**src/rtl/ysyx_22040088_lsu_pkg.sv**
```systemverilog
// Shared LSU constants: state encoding, memory size codes, writeback selector bits.
package ysyx_22040088_lsu_pkg;

  localparam int unsigned XLEN   = 64;
  localparam int unsigned STRB_W = XLEN / 8;
  localparam int unsigned MASK_W = 4;
  localparam int unsigned SEL_W  = 3;

  typedef enum logic [1:0] {
    ST_IDLE = 2'd0,
    ST_REQ  = 2'd1,
    ST_RESP = 2'd2,
    ST_DONE = 2'd3
  } lsu_state_e;

  // One-hot access size codes as produced by the control unit
  localparam logic [MASK_W-1:0] MASK_DWORD = 4'b0001;
  localparam logic [MASK_W-1:0] MASK_WORD  = 4'b0010;
  localparam logic [MASK_W-1:0] MASK_HALF  = 4'b0100;
  localparam logic [MASK_W-1:0] MASK_BYTE  = 4'b1000;

  // Bit positions inside sel_rfres
  localparam int unsigned SEL_ALU  = 0;
  localparam int unsigned SEL_SEXT = 1;
  localparam int unsigned SEL_ZEXT = 2;

  // Bus request payload held while the request is outstanding
  typedef struct packed {
    logic [XLEN-1:0]   addr;
    logic              wen;
    logic [STRB_W-1:0] wstrb;
    logic [XLEN-1:0]   wdata;
  } mem_req_t;

  function automatic logic mask_onehot(input logic [MASK_W-1:0] m);
    return (m != '0) && ((m & (m - MASK_W'(1))) == '0);
  endfunction

endpackage

```
**src/rtl/ysyx_22040088_lsu_align.sv**
```systemverilog
// Byte-lane steering: store strobes/data shift, load lane select and extension, alignment check.
module ysyx_22040088_lsu_align
  import ysyx_22040088_lsu_pkg::*;
(
  input  logic [2:0]        addr_lo,
  input  logic [MASK_W-1:0] mask,
  input  logic [XLEN-1:0]   wdata,
  input  logic [XLEN-1:0]   rdata,
  input  logic              sign,
  output logic [STRB_W-1:0] wstrb_c,
  output logic [XLEN-1:0]   wdata_c,
  output logic [XLEN-1:0]   ldata_c,
  output logic              misalign_c
);

  logic [XLEN-1:0] lane;

  // Shift lanes by the byte offset, then size-dependent strobe, extension and alignment
  always_comb begin
    lane       = rdata >> {addr_lo, 3'b000};
    wdata_c    = wdata << {addr_lo, 3'b000};
    wstrb_c    = '0;
    ldata_c    = lane;
    misalign_c = 1'b0;
    case (mask)
      MASK_BYTE: begin
        wstrb_c = STRB_W'(8'h01) << addr_lo;
        ldata_c = {{(XLEN-8){sign & lane[7]}}, lane[7:0]};
      end
      MASK_HALF: begin
        wstrb_c    = STRB_W'(8'h03) << addr_lo;
        ldata_c    = {{(XLEN-16){sign & lane[15]}}, lane[15:0]};
        misalign_c = addr_lo[0];
      end
      MASK_WORD: begin
        wstrb_c    = STRB_W'(8'h0F) << addr_lo;
        ldata_c    = {{(XLEN-32){sign & lane[31]}}, lane[31:0]};
        misalign_c = |addr_lo[1:0];
      end
      MASK_DWORD: begin
        wstrb_c    = STRB_W'(8'hFF);
        ldata_c    = lane;
        misalign_c = |addr_lo;
      end
      default: ;
    endcase
  end

endmodule

```
**src/rtl/ysyx_22040088_lsu.sv**
```systemverilog
// Load/store unit: one instruction in flight, single aligned bus access, result to WBU.
module ysyx_22040088_lsu
  import ysyx_22040088_lsu_pkg::*;
(
  input  logic              clk,
  input  logic              rst_n,
  input  logic              in_valid,
  output logic              in_ready,
  input  logic              in_mem_ena,
  input  logic              in_mem_wen,
  input  logic [MASK_W-1:0] in_mem_mask,
  input  logic [SEL_W-1:0]  in_sel_rfres,
  input  logic [XLEN-1:0]   in_addr,
  input  logic [XLEN-1:0]   in_wdata,
  output logic              mem_req_valid,
  input  logic              mem_req_ready,
  output logic [XLEN-1:0]   mem_req_addr,
  output logic              mem_req_wen,
  output logic [STRB_W-1:0] mem_req_wstrb,
  output logic [XLEN-1:0]   mem_req_wdata,
  input  logic              mem_resp_valid,
  input  logic [XLEN-1:0]   mem_resp_rdata,
  output logic              out_valid,
  input  logic              out_ready,
  output logic [XLEN-1:0]   out_data,
  output logic              out_err
);

  lsu_state_e        state;
  mem_req_t          req_r;
  logic [2:0]        r_addr_lo;
  logic [MASK_W-1:0] r_mask;
  logic              r_sign;
  logic              r_wen;

  logic [2:0]        addr_lo_c;
  logic [MASK_W-1:0] mask_c;
  logic [STRB_W-1:0] wstrb_c;
  logic [XLEN-1:0]   wdata_c;
  logic [XLEN-1:0]   ldata_c;
  logic              misalign_c;
  logic              sel_unused_c;

  // ALU-select and zero-extend bits need no logic: zero extension is the default
  assign sel_unused_c = in_sel_rfres[SEL_ALU] ^ in_sel_rfres[SEL_ZEXT];

  assign in_ready = (state == ST_IDLE);

  // Steering sees the incoming instruction while idle, the latched one afterwards
  assign addr_lo_c = (state == ST_IDLE) ? in_addr[2:0] : r_addr_lo;
  assign mask_c    = (state == ST_IDLE) ? in_mem_mask  : r_mask;

  ysyx_22040088_lsu_align u_align (
    .addr_lo    (addr_lo_c),
    .mask       (mask_c),
    .wdata      (in_wdata),
    .rdata      (mem_resp_rdata),
    .sign       (r_sign),
    .wstrb_c    (wstrb_c),
    .wdata_c    (wdata_c),
    .ldata_c    (ldata_c),
    .misalign_c (misalign_c)
  );

  assign mem_req_addr  = req_r.addr;
  assign mem_req_wen   = req_r.wen;
  assign mem_req_wstrb = req_r.wstrb;
  assign mem_req_wdata = req_r.wdata;

  // Control FSM with registered bus request and writeback outputs
  always_ff @(posedge clk or negedge rst_n) begin
    if (!rst_n) begin
      state         <= ST_IDLE;
      req_r         <= '0;
      r_addr_lo     <= '0;
      r_mask        <= '0;
      r_sign        <= 1'b0;
      r_wen         <= 1'b0;
      mem_req_valid <= 1'b0;
      out_valid     <= 1'b0;
      out_data      <= '0;
      out_err       <= 1'b0;
    end else begin
      case (state)
        ST_IDLE: begin
          if (in_valid) begin
            r_addr_lo <= in_addr[2:0];
            r_mask    <= in_mem_mask;
            r_sign    <= in_sel_rfres[SEL_SEXT];
            r_wen     <= in_mem_wen;
            if (!in_mem_ena) begin
              out_data  <= in_addr;
              out_err   <= 1'b0;
              out_valid <= 1'b1;
              state     <= ST_DONE;
            end else if (!mask_onehot(in_mem_mask) || misalign_c) begin
              out_data  <= '0;
              out_err   <= 1'b1;
              out_valid <= 1'b1;
              state     <= ST_DONE;
            end else begin
              req_r.addr    <= {in_addr[XLEN-1:3], 3'b000};
              req_r.wen     <= in_mem_wen;
              req_r.wstrb   <= in_mem_wen ? wstrb_c : '0;
              req_r.wdata   <= in_mem_wen ? wdata_c : '0;
              mem_req_valid <= 1'b1;
              state         <= ST_REQ;
            end
          end
        end
        ST_REQ: begin
          if (mem_req_ready) begin
            mem_req_valid <= 1'b0;
            state         <= ST_RESP;
          end
        end
        ST_RESP: begin
          if (mem_resp_valid) begin
            out_data  <= r_wen ? '0 : ldata_c;
            out_err   <= 1'b0;
            out_valid <= 1'b1;
            state     <= ST_DONE;
          end
        end
        ST_DONE: begin
          if (out_ready) begin
            out_valid <= 1'b0;
            out_err   <= 1'b0;
            state     <= ST_IDLE;
          end
        end
        default: state <= ST_IDLE;
      endcase
    end
  end

endmodule

```
**config.mk**
```make
export PLATFORM = sky130hd
export DESIGN_NAME = ysyx_22040088_lsu
export DESIGN_NICKNAME = d
export VERILOG_FILES = /design/src/rtl/ysyx_22040088_lsu_pkg.sv /design/src/rtl/ysyx_22040088_lsu_align.sv /design/src/rtl/ysyx_22040088_lsu.sv
export SDC_FILE = /design/constraint.sdc
export NUM_CORES = 1
export LEC_CHECK = 0
export BUFFER_PORTS_ARGS = -buffer_cell sky130_fd_sc_hd__buf_2
export CAP_MARGIN = 5
export CELL_PAD_IN_SITES_DETAIL_PLACEMENT = 1
export CELL_PAD_IN_SITES_GLOBAL_PLACEMENT = 2
export CORE_UTILIZATION = 28
export CTS_BUF_LIST = sky130_fd_sc_hd__clkbuf_8
export DETAILED_ROUTE_END_ITERATION = 10
export PLACE_DENSITY = 0.87
export SKIP_LAST_GASP = 1
export SYNTH_ARGS = -nofsm -noshare
export SYNTH_HDL_FRONTEND = slang
export SYNTH_SLANG_ARGS = --single-unit
```
**constraint.sdc**
```tcl
create_clock -name clk -period 2.47 [get_ports clk]
set_input_delay 0.494 -clock clk [delete_from_list [all_inputs] [get_ports clk]]
set_output_delay 0.494 -clock clk [all_outputs]
set_load 0.005 [all_outputs]
```
==> metrics.md <==
| Metric | Value |
|---|---|
| Status | finished, violations left |
| Failing checks | setup timing |
| # DRC | 0 |
| Rows | 78 |
| RR Startpoint | state[0] |
| Crit path capture type | flop |
| Wire length per cell | 25.51 µm |
| Root Buffer | clkbuf_8 |
| Final Hold Fails | 0 |
| Clk sinks | 212 |
| Grt ovf | 0 |
| Cell Area, Placed | 17010 µm² |
| Cell Int Power | around 17 mW |
| Clock Tree Buf Depth | 3 |
| Hold Crit Class | in -> reg |
| Clock power share | 12.5% |
| Main synth FF type | dfrtp_1 |
| Top cells by area, synth | dfrtp_1, nand2_1, mux2i_1 |
| Via count | 14768 |
| Hpwl dp | 47040 µm |
| Pin count of the biggest net entering global routing | 55 |
| Vias in the first global route | 14651 |
| Final Non-Filler Cells | 2672 |
| RSZ-0062 raised after global routing | true |
| Rel. slew slack | slightly above 60% |
| Proportion of layout cells with a drive suffix above 1 | 44.23% |
| Max FO, Critical Path | 6 |
| P&R area growth vs syn | 52.82% |
| Net switching power | 13.87 mW |
| Minimum clock period | 2760 ps |
| Die area | 46660 µm² |
| H-tree depth | 2 |
| CTS Buf Count | 43 |
| F_max | 362.3 MHz |
| Worst-path clk slew | 60 ps |
| Register Area | 5305 µm² |
| Maximum Capacitance Violations | 0 |
| CTS tree | done |
| GRT Util Overall | between 20% and 30% |
| Leading area contributor after synthesis | dfrtp_1 |
| Fraction of registers with async set/reset | 100.0% |
| Synth cell types | 71 |
| Final instance area | 19600 µm² |
| Leak Pwr | 9.684 nW |
| Core box area | 45280 µm² |
| Final nets | roughly 2200 |
| Synth Cell Area | 12820 µm² |
| Kind of critical path | reg -> reg |
| Final Cycle Share | 111.8% |
| Multi-input gate area | 7636 µm² |
| Seq/Total Area, Yosys | 41.37% |
| Starting Density | between 20% and 30% |
| Port bufs | 406 |
| VDD IR max | 0.6485 mV |
| Post-synth EDFFs | 0 |
| Post-route setup slack | -290.3 ps |
| Vias per Instance | approximately 5.5 |
| GPL Wtd Cong | slightly above 0.9 |
| Skew final | 48.22 ps |
| # setup viols final | 200 |
| IO Count | 412 |
| Placed cells | 2510 |
| Hold endpoint | mem_req_valid |
| Iter 0 DRT Violations | ~1200 |
| Synth warn | 0 |
| HP Start | mem_req_ready |
| Pwr/cell area | 1580 nW/µm² |
| Most frequent cell after synthesis | nand2_1 |
| WL final | 68170 µm |
| Seq cells post-synth | 212 |
| Reg2reg end | out_data[4] |
| Worst slew pin tran | 567.9 ps |
| CP arrival | 3230 ps |
| Startpoint types | flop |
| Comb pwr share | 68.0% |
| Reg power frac | 19.5% |
| Initial antenna violation count | 22 |
| Reg2Reg Depth | 13 |
| Syn Area/Cell | approximately 9 µm² |
| Routed Antenna Nets | 0 |
| Clk_lat worst skew | 630 ps |
| Fillcell total | 5307 |
| DR pass1 iterations | 5 |
| Net Sw Frac | 44.79% |
| R2R setup slack | -290 ps |
| Die height | 216.0 µm |
| Global-route wire length before repair | 94360 µm |
| CP required | 2940 ps |
| Synth top cells by count | nand2_1, dfrtp_1, mux2i_1 |
| Worst Hold Depth | 2 |
| Chip Width | between 200 and 250 µm |
| Final Slew Violations | 0 |
| Synthesized instance count | 1443 |
| Top cell type's share of synthesized area | approximately two fifths |
==> how the worst max path moves through the flow <==
stage              from      endpoint  slack [ps]  cells past startpoint
3_3_place_gp   state[1]   out_data[4]        -170                     10
3_5_place_dp   state[0]  out_data[26]        -210                     12
2_1_floorplan  state[1]  out_data[52]        -100                     11
6_report       state[0]   out_data[4]        -290                     13
5_1_grt        state[0]  out_data[22]        -360                     11
4_1_cts        state[0]  out_data[22]        -150                     10
==> area by class of cell <==
class	instances	share of cell area [%]
flip-flops and latches	212	27.07
clock buffers	50	3.511
inverters	8	0.1532
clock inverters	28	1.022
well taps	600	3.831
diodes	17	0.2171
repair buffers	663	25.23
multi-input cells	1094	38.96
==> critical path: stages, from the launching register on <==
cell	delay, ps
dfrtp_1	390
inv_2	80
ha_4	150
buf_6	150
mux2_4	370
nor3_2	230
o211a_1	270
buf_4	150
a21oi_4	60
buf_12	140
buf_4	150
clkbuf_16	160
buf_4	130
o22a_1	180
==> cells by family (layout without fill, tap and decap cells) <==
family	after synthesis	after routing	synth area share, %
compound gates	364	364	20.00
xor+xnor	3	3	0.2049
fa+ha+maj	5	5	0.4879
buf+inv	141	749	5.074
flops	212	212	41.37
mux	140	140	13.82
other cells	1	20	0.02924
simple gates	577	579	19.02
==> layer usage <==
| metal | share of wire [%] | GRT usage (%) |
|---|---|---|
| met4 | 4.8 | 10.70 |
| met5 | 0.12 | 0 |
| met2 | 46 | 42.36 |
| met3 | 8.2 | 6.187 |
| met1 | 41 | 34.74 |
==> stage by stage <==
stage          setup slack (ps)  TNS (ps)  hold slack [ps]  utilization, %  power, mW
6_report                 -290.3    -32760            74.44           43.28      30.96
5_1_grt                  -361.6    -51280            53.73           43.26      32.52
4_1_cts                  -154.0     -9596            38.86           40.67      27.91
3_5_place_dp             -211.5    -12840            451.8           37.55      22.76
3_3_place_gp             -174.3     -7006            447.0           37.55      22.19
2_1_floorplan            -95.16     -1952            198.4               -      15.32
==> power groups by stage <==
stage | clock, mW | combinational (mW) | sequential [mW]
floorplan | 0 | 9.28 | 6.03
global placement | 0 | 16.2 | 5.94
detailed placement | 0 | 16.7 | 6.03
CTS | 3.95 | 18.0 | 5.99
global route | 4.09 | 22.2 | 6.22
finish | 3.86 | 21.1 | 6.04
==> state kept, by name (all words and copies together), names as in the netlist, 2 cells and up <==
signal,cells
mem_req_addr,61
mem_req_wdata,64
mem_req_wstrb,8
out_data,64
r_addr_lo,3
r_mask,4
state,2
==> what timing repair did <==
action	4_1_cts	5_1_grt
setup endpoints to repair	177	199
endpoints found under the hold margin	49	0
hold buffers	1	0
pin swaps	11	32
gates cloned	8	17
resized for setup	48	121
buffers inserted	17	25
==> cells in the final DEF, fill, tap and decap left out, drive strengths merged, types with 18 or more instances in the layout <==
cell    synthesis  layout
nand3          60      60
clkbuf         58      65
inv             8      19
a22oi          24      24
a22o           24      24
nand2         405     405
a21oi          91      91
buf            75     646
a221o          19      19
dfrtp         212     212
o21ai          61      61
mux2i          96      96
o22ai          27      27
mux4           28      28
nor2           51      51
a31oi          18      18
No activity file was read; power rests on OpenSTA's default activity.
